<file path="config.mk">
export PLATFORM = sky130hd
export DESIGN_NAME = serializer
export DESIGN_NICKNAME = d
export VERILOG_FILES = /design/src/rtl/cache_pkg.sv /design/src/rtl/serializer.sv
export SDC_FILE = /design/constraint.sdc
export NUM_CORES = 1
export LEC_CHECK = 0
export ABC_CLOCK_PERIOD_IN_PS = 2600
export CORE_AREA = 2 2 201 203
export DETAILED_ROUTE_END_ITERATION = 10
export DIE_AREA = 0 0 203 205
export PLACE_DENSITY = 0.64
export SYNTH_ARGS = -nofsm -noshare
export SYNTH_HDL_FRONTEND = slang
export SYNTH_SLANG_ARGS = --single-unit
</file>
<file path="constraint.sdc">
create_clock -name clk -period 2.6 [get_ports clk]
set_input_delay 0.78 -clock clk [delete_from_list [all_inputs] [get_ports clk]]
set_output_delay 0.78 -clock clk [all_outputs]
set_load 0.005 [all_outputs]
</file>
<file path="src/rtl/cache_pkg.sv">
// rtl/cache_pkg.sv - shared cache-line geometry and serializer state encoding
package cache_pkg;

    localparam int WORD_W = 32;
    localparam int WORDS  = 8;
    localparam int LINE_W = WORD_W * WORDS;

    typedef enum logic {
        IDLE = 1'b0,
        SEND = 1'b1
    } ser_state_t;

endpackage

</file>
<file path="src/rtl/serializer.sv">
// rtl/serializer.sv - cache line to memory-word serializer (optional SERIALIZER_LINE_CNT_EN line counter)
module serializer #(
    parameter int WORD_W = cache_pkg::WORD_W,
    parameter int WORDS  = cache_pkg::WORDS
) (
    input  logic                    clk,
    input  logic                    rst_n,
    input  logic [WORD_W*WORDS-1:0] line_in,
    input  logic                    line_valid,
    output logic                    line_ready,
    output logic [WORD_W-1:0]       word_out,
    output logic                    word_valid,
    input  logic                    word_ready,
    output logic                    word_last,
    output logic                    busy
`ifdef SERIALIZER_LINE_CNT_EN
    ,
    output logic [31:0]             lines_sent
`endif
);

    import cache_pkg::*;

    localparam int LINE_W = WORD_W * WORDS;
    localparam int CNT_W  = $clog2(WORDS);
    localparam logic [CNT_W-1:0] LAST = CNT_W'(WORDS - 1);

    ser_state_t        state_q;
    ser_state_t        state_d;
    logic [LINE_W-1:0] shreg_q;
    logic [CNT_W-1:0]  cnt_q;
    logic              accept;
    logic              word_hs;
    logic              at_last;

    assign at_last = (cnt_q == LAST);
    assign accept  = line_valid && line_ready;
    assign word_hs = word_valid && word_ready;

    // State register; reset abandons any line in flight
    always_ff @(posedge clk) begin
        if (!rst_n) begin
            state_q <= IDLE;
        end else begin
            state_q <= state_d;
        end
    end

    // Next state and handshake outputs; line_ready is held low while reset is asserted
    always_comb begin
        state_d    = state_q;
        line_ready = 1'b0;
        word_valid = 1'b0;
        busy       = 1'b0;
        word_last  = 1'b0;
        case (state_q)
            IDLE: begin
                line_ready = rst_n;
                if (line_valid && rst_n) begin
                    state_d = SEND;
                end
            end
            SEND: begin
                word_valid = 1'b1;
                busy       = 1'b1;
                word_last  = at_last;
                if (word_ready && at_last) begin
                    state_d = IDLE;
                end
            end
            default: state_d = IDLE;
        endcase
    end

    // Shift register and word index; word 0 sits in the low bits, so shifting right walks the line
    always_ff @(posedge clk) begin
        if (!rst_n) begin
            shreg_q <= '0;
            cnt_q   <= '0;
        end else if (accept) begin
            shreg_q <= line_in;
            cnt_q   <= '0;
        end else if (word_hs) begin
            shreg_q <= shreg_q >> WORD_W;
            cnt_q   <= at_last ? '0 : cnt_q + 1'b1;
        end
    end

    assign word_out = shreg_q[WORD_W-1:0];

`ifdef SERIALIZER_LINE_CNT_EN
    logic [31:0] line_cnt_q;

    // Completed-line counter, free-running with natural wrap
    always_ff @(posedge clk) begin
        if (!rst_n) begin
            line_cnt_q <= '0;
        end else if (word_hs && word_last) begin
            line_cnt_q <= line_cnt_q + 32'd1;
        end
    end

    assign lines_sent = line_cnt_q;
`endif

endmodule

</file>
==> impl_metrics.csv, run 1 <==
group,metric,value,unit
yosys,yosys-top-cells-count,"a21oi_1 (302), nand2_1 (262), dfxtp_1 (260)",
detailed_routing,first_pass_iters,5,
yosys,synth_top_family_by_area,"compound AO/OA/AOI/OAI gates",
worst_setup_path,critPathTopFamily,"adder cells",
worst_setup_path,path_max_fanout,3,
hold_path,hp-class,"flip-flop to flip-flop",
cts,clk_latency,0.55,ns
timing,worst_slew_pin_slew,0.562,ns
yosys,avgSynthCellArea,8.11,um^2
cts,cts_tree,"built",
worst_setup_path,cp-start-kind,"flip-flop",
pwr,power,9.95,mW
timing,setup_violations,0,
detailed_routing,totalWireLength,36.5,mm
pwr,p_leak,5.27,nW
yosys,synth_ff_type,"dfxtp_1",
floorplanning,dieArea,0.0416,mm^2
placement,routabilityCongestion,0.809,
timing,worst_slack,0.165,ns
worst_setup_path,cp_slowest_stage_delay,0.33,ns
global_route,grt_pass1_wl,56.9,mm
timing,slew_headroom,62.6,%
timing,rsz0062_at_grt,"no",
worst_setup_path,crit_buf_inv,1,
yosys,synth_area,0.0117,mm^2
floorplanning,boundaryPins,296,
floorplanning,rows,73,
yosys,synthXorXnorAreaFrac,0,%
finish,nets,1915,
timing,finalSetupTns,0,ns
yosys,synth-simple-area-share,10.3,%
worst_setup_path,arrival,1.65,ns
global_route,antenna_found_initial,4,
worst_setup_path,path_class,"flip-flop to primary output",
floorplanning,die_y,205,um
placement,place_area,0.0150,mm^2
yosys,synth_edf_count,0,
placement,pre_cts_slack,0.203,ns
worst_setup_path,slowest_stage,"dfxtp_2",
cts,clkTransAtPathRegs,0.06,ns
run_status,status,"complete, no violations",
detailed_routing,drtIter0Drc,629,
global_route,gr-usage-all-layers,17.0,%
pwr,powerDensity,625,mW/mm^2
global_route,overflow,0,
timing,skew,0.0137,ns
yosys,ys_types,22,
cts,ctsLongestPathBuffers,3,
timing,fin_crit,2.43,ns
detailed_routing,drc,0,
finish,regArea,0.00521,mm^2
timing,fin_crit_sh,93.6,%
global_route,grt_pass1_vias,10488,
detailed_routing,wire_per_inst,16.6,um
detailed_routing,viasPerCell,4.91,
yosys,synth_nets,1706,
detailed_routing,drtAntennaViolNets,0,
yosys,synthTopCellsByArea,"dfxtp_1 (44%), a21oi_1 (13%), a21oi_2 (11%)",
cts,cts_hold_buffers,0,
worst_setup_path,endpoint_kind,"primary output",
timing,slew_violations,0,
global_route,grt_start_max_net_pins,89,
cts,cts-htree-levels,1,
yosys,synth_compound_area_share,35.8,%
finish,post-route-cell-area,0.0159,mm^2
yosys,synth_top_area_share,44.4,%
yosys,postSynth.asyncResetShare,0,%
yosys,yosys_warnings,0,
timing,timing.fmax,411,MHz
yosys,synth_top_cell_by_area,"dfxtp_1",
finish,area_growth,36.0,%
yosys,yosysMostFrequentCell,"a21oi_1",
worst_setup_path,cp.required,1.82,ns
yosys,synth_fa_ha_area_share,0.214,%
cts,clk_root_buffer_cell,"clkbuf_16",
finish,final_layout_size_suffix_gt1_share,15.5,%
finish,fillers,3936,
yosys,syn_inst,1444,
floorplanning,initial_utilization,29.7,%
finish,multi_input_area,0.00546,mm^2
floorplanning,fp.coreArea,0.0394,mm^2
pwr,vdd_ir_drop_max,0.400,mV
cts,cts_buffers,29,
yosys,synth_seq_cells,260,
run,cap_viol_max_count,0,
yosys,muxShareOfSynthArea,0,%
detailed_routing,num_vias,10800,
floorplanning,fp.dieW,203,um
yosys,ys_seq_area_share,44.4,%
cts,cts_num_sinks,260,
placement,io_buffers,295,
timing,finalHoldViolations,0,
placement,dp_hpwl,25.8,mm
finish,fin_util,40.5,%
worst_setup_path,worstPathCellList,"ha_2 > ha_4 > and2_1 > dlygate4sd2_1",
[layout make-up]
type                    count  area share, %
clock buffers              45           5.56
repair buffers            350           22.9
flip-flops and latches    260           32.7
diodes                      2         0.0314
well taps                 525           4.12
multi-input cells        1012           34.2
clock inverters             7          0.408
[routing by layer]
metal	track usage, %	wire, um
met5	0	11
met4	4.90	850
met3	2.50	2320
met2	26.1	15600
met1	24.6	17700
[tightest hold or removal path, cell delays in order, from the launching register on]
cell and delay [ns]:
dfxtp_1 0.31, nand2_1 0.05, a21oi_1 0.05
[metrics by stage]
| step | std cells | hold slack, ns |
|---|---|---|
| floorplan | 1444 | 0.430 |
| detailed placement | 2147 | 0.444 |
| finish | 2201 | 0.445 |
| CTS | 2199 | 0.443 |
| global placement | 2147 | 0.438 |
| global route | 2201 | 0.460 |
[timing repair]
action,4_1_cts,5_1_grt
gates resized for setup,5,0
setup endpoints to repair,1,0
buffers inserted,0,0
[flip-flops by register name (all words and copies together) (netlist names)]
register  count
shreg_q     256
cnt_q         3
state_q       1
[report_power, final]
group | internal, mW | switching [mW]
Combinational | 0.785 | 0.692
Clock | 2.42 | 1.65
Sequential | 4.25 | 0.157
Total | 7.45 | 2.50
[placed cells by master (no fill, tap or decap), drive strengths merged, types with 4 or more instances in the layout]
| master | instances |
|---|---|
| buf | 56 |
| a21boi | 32 |
| nand3 | 32 |
| o21ai | 225 |
| dfxtp | 260 |
| clkbuf | 45 |
| clkinv | 4 |
| nand2 | 263 |
| clkdlybuf4s50 | 293 |
| a21oi | 452 |
[final timing paths]
| kind | from | end | slack (ns) | cells after the start |
|---|---|---|---|---|
| hold / removal | shreg_q[225]$_SDFFE_PN0P_ | shreg_q[193]$_SDFFE_PN0P_ | 0.45 | 2 |
| setup reg to reg | state_q$_SDFF_PN0_ | shreg_q[242]$_SDFFE_PN0P_ | 0.97 | 6 |
| hold reg to reg | shreg_q[225]$_SDFFE_PN0P_ | shreg_q[193]$_SDFFE_PN0P_ | 0.45 | 2 |
| setup / recovery | cnt_q[0]$_SDFFE_PP0P_ | word_last | 0.17 | 4 |
[logic make-up (layout without fill, tap and decap cells)]
logic type | after synthesis | count (layout)
compound gates | 709 | 709
other cells | 0 | 2
flops | 260 | 260
fa+ha+maj | 2 | 2
simple gates | 301 | 301
buf+inv | 172 | 402
(Power assumes the default switching activity.)
==> run 2, diff against run 1 <==
ABC_AREA = 1   (was unset)
CORE_AREA = 2 2 169 171   (was 2 2 201 203)
DIE_AREA = 0 0 171 173   (was 0 0 203 205)
PLACE_DENSITY = 0.89   (was 0.64)
==> run 2 against run 1 <==
Compared with the run above: power is 2.9% higher; flip-flop and latch count stayed put; maximum frequency is 2.6% higher; synthesized area is 16% higher; sequential share of layout area is 3.2 points lower; design area is 11% higher; register-to-register slack worse by 0.44 ns; setup slack better by 0.062 ns; die area is 29% lower; non-clock buffer count is 4 higher; largest cell class unchanged.
==> impl_metrics.csv, run 2 <==
group,metric,value,unit
run_status,status,"complete, no violations",
detailed_routing,num_vias,14658,
timing,fin_crit,2.37,ns
cts,cts_tree,"built",
worst_setup_path,endpoint_kind,"primary output",
timing,skew,0.0102,ns
yosys,muxShareOfSynthArea,0,%
yosys,yosys_warnings,0,
yosys,synth_top_family_by_area,"simple AND/OR/NAND/NOR gates",
yosys,ys_types,15,
timing,timing.fmax,421,MHz
cts,cts-htree-levels,1,
pwr,swShare,28.2,%
pwr,p_seq_share,43.5,%
finish,area_growth,29.6,%
cts,clk_latency,0.55,ns
global_route,grt_pass1_vias,13581,
cts,clkTransAtPathRegs,0.06,ns
yosys,synth_top_area_share,38.2,%
yosys,postSynth.asyncResetShare,0,%
yosys,synth_fa_ha_area_share,0.184,%
timing,rsz0062_at_grt,"no",
worst_setup_path,arrival,1.59,ns
pwr,p_clk_share,37.0,%
global_route,grt_start_max_net_pins,256,
timing,slew_headroom,23.2,%
placement,routabilityCongestion,0.933,
yosys,synth_nets,2437,
timing,finalHoldViolations,0,
finish,largest_reg_flops,256,
worst_setup_path,ff2ff_setup_slack,0.53,ns
floorplanning,initial_utilization,49.3,%
finish,layout_commonest_cell,"nand2_1",
global_route,gr-usage-all-layers,26.4,%
placement,dp_hpwl,27.8,mm
yosys,yosys-top-cells-count,"nand2_1 (717), nand3_1 (484), dfxtp_1 (260)",
timing,worst_slew_pin_slew,1.15,ns
worst_setup_path,worstPathCellList,"ha_2 > ha_2 > nand2_1 > inv_1 > dlygate4sd2_1",
floorplanning,rows,61,
yosys,synth_edf_count,0,
floorplanning,fp.dieW,171,um
cts,cts_buffers,28,
finish,final_layout_size_suffix_gt1_share,4.92,%
yosys,syn_inst,2175,
detailed_routing,viasPerCell,5.35,
pwr,pwr-share-comb,19.4,%
yosys,synth_area,0.0136,mm^2
placement,io_buffers,295,
worst_setup_path,path_class,"flip-flop to primary output",
detailed_routing,totalWireLength,41.0,mm
finish,largest_registers,"shreg_q (256), cnt_q (3), state_q (1)",
global_route,grt_pass1_wl,64.8,mm
placement,dp_cells,2685,
pwr,p_switching,2.89,mW
detailed_routing,drtIter0Drc,1551,
worst_setup_path,path_max_fanout,3,
global_route,overflow,0,
pwr,vdd_ir_drop_max,0.420,mV
yosys,ys_seq_area_share,38.2,%
cts,ctsLongestPathBuffers,3,
pwr,cell_internal_pwr,7.35,mW
run,cap_viol_max_count,0,
timing,worst_slack,0.227,ns
yosys,synth_top_cell_by_area,"dfxtp_1",
timing,setup_violations,0,
pwr,p_leak,8.11,nW
worst_setup_path,cp-start-kind,"flip-flop",
worst_setup_path,cp_slowest_stage_delay,0.33,ns
placement,pre_cts_slack,-0.302,ns
yosys,synth_ff_type,"dfxtp_1",
yosys,yosysMostFrequentCell,"nand2_1",
hold_path,hp-class,"flip-flop to flip-flop",
worst_setup_path,cp_common_cell,"ha_2",
yosys,avgSynthCellArea,6.27,um^2
timing,holdWs,0.480,ns
floorplanning,boundaryPins,296,
detailed_routing,first_pass_iters,6,
floorplanning,dieArea,0.0296,mm^2
yosys,synth-simple-area-share,37.7,%
floorplanning,die_y,173,um
worst_setup_path,critPathTopFamily,"adder cells",
cts,cts_num_sinks,260,
finish,regMostFlops,"shreg_q",
detailed_routing,wire_per_inst,15.0,um
global_route,antenna_found_initial,2,
floorplanning,fp.coreArea,0.0276,mm^2
timing,fin_crit_sh,91.3,%
finish,nets,2600,
timing,slew_violations,0,
pwr,powerDensity,580,mW/mm^2
worst_setup_path,crit_buf_inv,2,
yosys,synthTopCellsByArea,"dfxtp_1 (38%), nand2_1 (20%), nand3_1 (18%)",
cts,clk_root_buffer_cell,"clkbuf_16",
finish,final_cell_mix,"nand2_1 (717), nand3_1 (483), clkdlybuf4s50_1 (291), a21oi_1 (257), dfxtp_1 (257)",
finish,final_cells,2738,
detailed_routing,drc,0,
yosys,synthXorXnorAreaFrac,0,%
worst_setup_path,slowest_stage,"dfxtp_2",
cts,cts_hold_buffers,0,
worst_setup_path,cp.required,1.82,ns
yosys,synth_seq_cells,260,
detailed_routing,drtAntennaViolNets,0,
yosys,synth_compound_area_share,9.43,%
run 2: layout make-up:
class,instances,area (um^2)
clock inverter,14,83.8
multi-input combinational,1464,6480
tap,378,473
inverter,230,871
clock buffer,36,793
fill,2422,9960
timing repair buffer,354,3750
sequential,260,5210
antenna,2,5.00
run 2: metal layers:
metal | vias up | GRT usage, % | part of all wire, %
met2 | 679 | 45.3 | 47
li1 | 7201 | - | -
met4 | 2 | 8.69 | 3.5
met1 | 6682 | 33.8 | 42
met5 | - | 0 | 0.032
met3 | 94 | 3.78 | 7.6
run 2: what timing repair did:
item | CTS | global route
cloned | 0 | 0
setup buffers | 1 | 0
resized for setup | 8 | 1
endpoints found under the setup margin | 2 | 1
run 2: worst reg2reg max path: stages (launching register included):
cell and delay (ns):
dfxtp_4 0.41, buf_12 0.42, nand2_8 0.49, buf_4 0.37, nand3_1 0.12, a21oi_1 0.09
run 2: per-stage QoR:
step | util, % | instance area (um^2) | TNS, ns | total power, mW
2_1_floorplan | - | 13600 | 0 | 5.67
3_3_place_gp | 60.7 | 16800 | -0.379 | 6.46
3_5_place_dp | 60.7 | 16800 | -1.55 | 6.51
4_1_cts | 63.9 | 17700 | 0 | 10.3
5_1_grt | 63.9 | 17700 | 0 | 10.7
6_report | 64.0 | 17700 | 0 | 10.2
run 2: cell families (layout without fill, tap and decap cells):
group,after synthesis,in the layout
compound gates,257,257
other cells,0,2
buf+inv,451,634
flops,260,260
simple gates,1205,1205
fa+ha+maj,2,2
run 2: worst paths after layout:
path                                                   to                     start  cells past startpoint
worst max-delay path                            word_last     cnt_q[0]$_SDFFE_PP0P_                      5
worst min-delay path             shreg_q[44]$_SDFFE_PN0P_  shreg_q[44]$_SDFFE_PN0P_                      2
worst min register to register   shreg_q[44]$_SDFFE_PN0P_  shreg_q[44]$_SDFFE_PN0P_                      2
worst max register to register  shreg_q[250]$_SDFFE_PN0P_        state_q$_SDFF_PN0_                      5
run 2: power by group through the flow:
stage               logic [mW]  registers (mW)  clock network, mW
finish                    1.99            4.46               3.79
global route              2.19            4.49               4.00
CTS                       1.98            4.45               3.85
detailed placement        1.97            4.54                  0
global placement          1.94            4.52                  0
floorplan                 1.18            4.49                  0
==> run 3, diff against run 2 <==
CORE_AREA = 2 2 120 239   (was 2 2 169 171)
DIE_AREA = 0 0 122 241   (was 0 0 171 173)
==> run 3 against run 2 <==
Compared with the run above: flip-flop and latch count unchanged; core utilization about the same; register-to-register slack gained 0.14 ns; die area shrank 0.61%; via count fell by 0.49%; clock skew is 0.0066 ns higher; largest cell class unchanged; non-clock buffer count is 2 higher; critical path depth down 1; global-route usage rose by 1.7 points; sequential share of layout area up 0.21 points; combinational power hardly changed; critical path type is now input pin to primary output; power fell by 0.35%.
==> impl_metrics.csv, run 3 (synthesis results as in run 2) <==
group,metric,value,unit
run_status,status,"complete, no violations",
finish,n_antenna_cell,0,
detailed_routing,drc,0,
pwr,cell_internal_pwr,7.37,mW
cts,post-cts-setup-buffers,0,
finish,fillers,2342,
pwr,pwr-share-comb,19.5,%
global_route,use_met3,2.65,%
global_route,gr-usage-all-layers,28.0,%
detailed_routing,drtAntennaViolNets,0,
detailed_routing,first_pass_iters,5,
finish,regMostFlops,"shreg_q",
finish,nets,2598,
global_route,grt_pass1_wl,66.0,mm
timing,finalSetupTns,0,ns
worst_setup_path,path_class,"input pin to primary output",
global_route,overflow,0,
pwr,p_switching,2.84,mW
worst_setup_path,cp.required,1.82,ns
timing,worst_slew_pin_slew,1.10,ns
detailed_routing,viasPerCell,5.39,
finish,layout_commonest_cell,"nand2_1",
worst_setup_path,arrival,1.78,ns
detailed_routing,num_vias,14586,
cts,clk_root_buffer_cell,"clkbuf_16",
cts,clk_latency,0.53,ns
placement,place_area,0.0167,mm^2
pwr,swShare,27.8,%
global_route,gr-usage-met2,53.1,%
finish,area_growth,28.7,%
cts,cts_tree,"built",
finish,final_layout_size_suffix_gt1_share,4.76,%
worst_setup_path,cp-start-kind,"input pin",
floorplanning,die_y,241,um
timing,rsz0062_at_grt,"no",
floorplanning,fp.coreArea,0.0274,mm^2
hold_path,worstHoldPathCells,2,
finish,post-route-cell-area,0.0175,mm^2
timing,finalHoldViolations,0,
worst_setup_path,path_max_fanout,2,
worst_setup_path,reg2regPathDepth,5,
worst_setup_path,endpoint_kind,"primary output",
placement,dp_cells,2662,
finish,largest_reg_flops,256,
cts,cts_buffers,24,
cts,cts-htree-levels,1,
global_route,grt_start_max_net_pins,204,
timing,skew,0.0169,ns
timing,fin_crit,2.56,ns
placement,io_buffers,295,
finish,final_cell_mix,"nand2_1 (717), nand3_1 (483), clkdlybuf4s50_1 (292), a21oi_1 (257), dfxtp_1 (257)",
cts,cts_num_sinks,260,
timing,setup_violations,0,
placement,dp_hpwl,30.0,mm
global_route,grt.busiest_layer,"met2",
floorplanning,initial_utilization,49.7,%
run,cap_viol_max_count,0,
finish,largest_registers,"shreg_q (256), cnt_q (3), state_q (1)",
detailed_routing,drtIter0Drc,1336,
timing,slew_violations,0,
pwr,p_leak,8.07,nW
timing,timing.fmax,390,MHz
floorplanning,fp.dieW,122,um
pwr,vdd_ir_drop_max,0.494,mV
pwr,p_seq_share,43.8,%
detailed_routing,wire_per_inst,15.9,um
global_route,met1_usage,29.3,%
placement,routabilityCongestion,0.878,
floorplanning,dieArea,0.0294,mm^2
cts,clkTransAtPathRegs,0.07,ns
global_route,antenna_found_initial,0,
finish,final_cells,2704,
detailed_routing,totalWireLength,43.0,mm
timing,fin_crit_sh,98.5,%
pwr,p_clk_share,36.8,%
floorplanning,boundaryPins,296,
cts,ctsLongestPathBuffers,3,
floorplanning,rows,86,
timing,slew_headroom,26.8,%
hold_path,hp-class,"flip-flop to flip-flop",
pwr,powerDensity,582,mW/mm^2
global_route,grt_pass1_vias,13642,
run 3: cell count changes in the layout (fill, tap and decap cells not counted), moves of 3 or more:
cell	change
buf_4	+7
buf_12	-5
clkbuf_16	-5
clkinv_2	-5
bufinv_16	+3
clkinvlp_4	-3
run 3: repair_timing:
action                                  4_1_cts  5_1_grt
resized for setup                             8        0
hold endpoints to repair                      0        0
endpoints found under the setup margin        2        0
hold buffers                                  0        0
run 3: power by group through the flow:
stage          combinational, mW  clock, mW  sequential, mW
6_report                    1.99       3.75            4.47
5_1_grt                     2.18       3.97            4.49
4_1_cts                     1.98       3.79            4.46
3_5_place_dp                1.96          0            4.55
3_3_place_gp                1.92          0            4.53
2_1_floorplan               1.18          0            4.49
run 3: cell type report:
class | instances | area [um^2] | share of cell area, %
Multi-Input combinational cell | 1464 | 6480 | 36.9
Tap cell | 352 | 440 | 2.51
Sequential cell | 260 | 5210 | 29.7
Timing Repair Buffer | 356 | 3700 | 21.1
Inverter | 230 | 871 | 4.96
Clock inverter | 11 | 151 | 0.863
Clock buffer | 31 | 688 | 3.92
run 3: worst paths after layout:
kind	startpoint	end	slack (ns)
min reg2reg	shreg_q[19]$_SDFFE_PN0P_	shreg_q[19]$_SDFFE_PN0P_	0.48
max	rst_n	line_ready	0.04
min	shreg_q[19]$_SDFFE_PN0P_	shreg_q[19]$_SDFFE_PN0P_	0.48
max reg2reg	state_q$_SDFF_PN0_	shreg_q[30]$_SDFFE_PN0P_	0.67
run 3: metrics by stage:
step           setup WS [ns]  hold slack, ns  utilization [%]  total power [mW]
2_1_floorplan          0.470           0.458                -              5.67
3_3_place_gp          -0.457           0.465             60.9              6.45
3_5_place_dp          -0.442           0.471             60.9              6.51
4_1_cts               0.0200           0.481             63.9              10.2
5_1_grt               0.0251           0.497             63.9              10.6
6_report              0.0378           0.480             63.9              10.2
run 3: per-layer routing:
metal	vias up	routed length (um)
li1	7187	-
met1	6627	14900
met2	650	23000
met3	122	2540
met4	0	2560
met5	-	0
run 3: critical path: stages:
cell and delay, ns:
clkdlybuf4s15_2 0.26, inv_8 0.03, nor2_2 0.17, clkdlybuf4s50_1 0.54
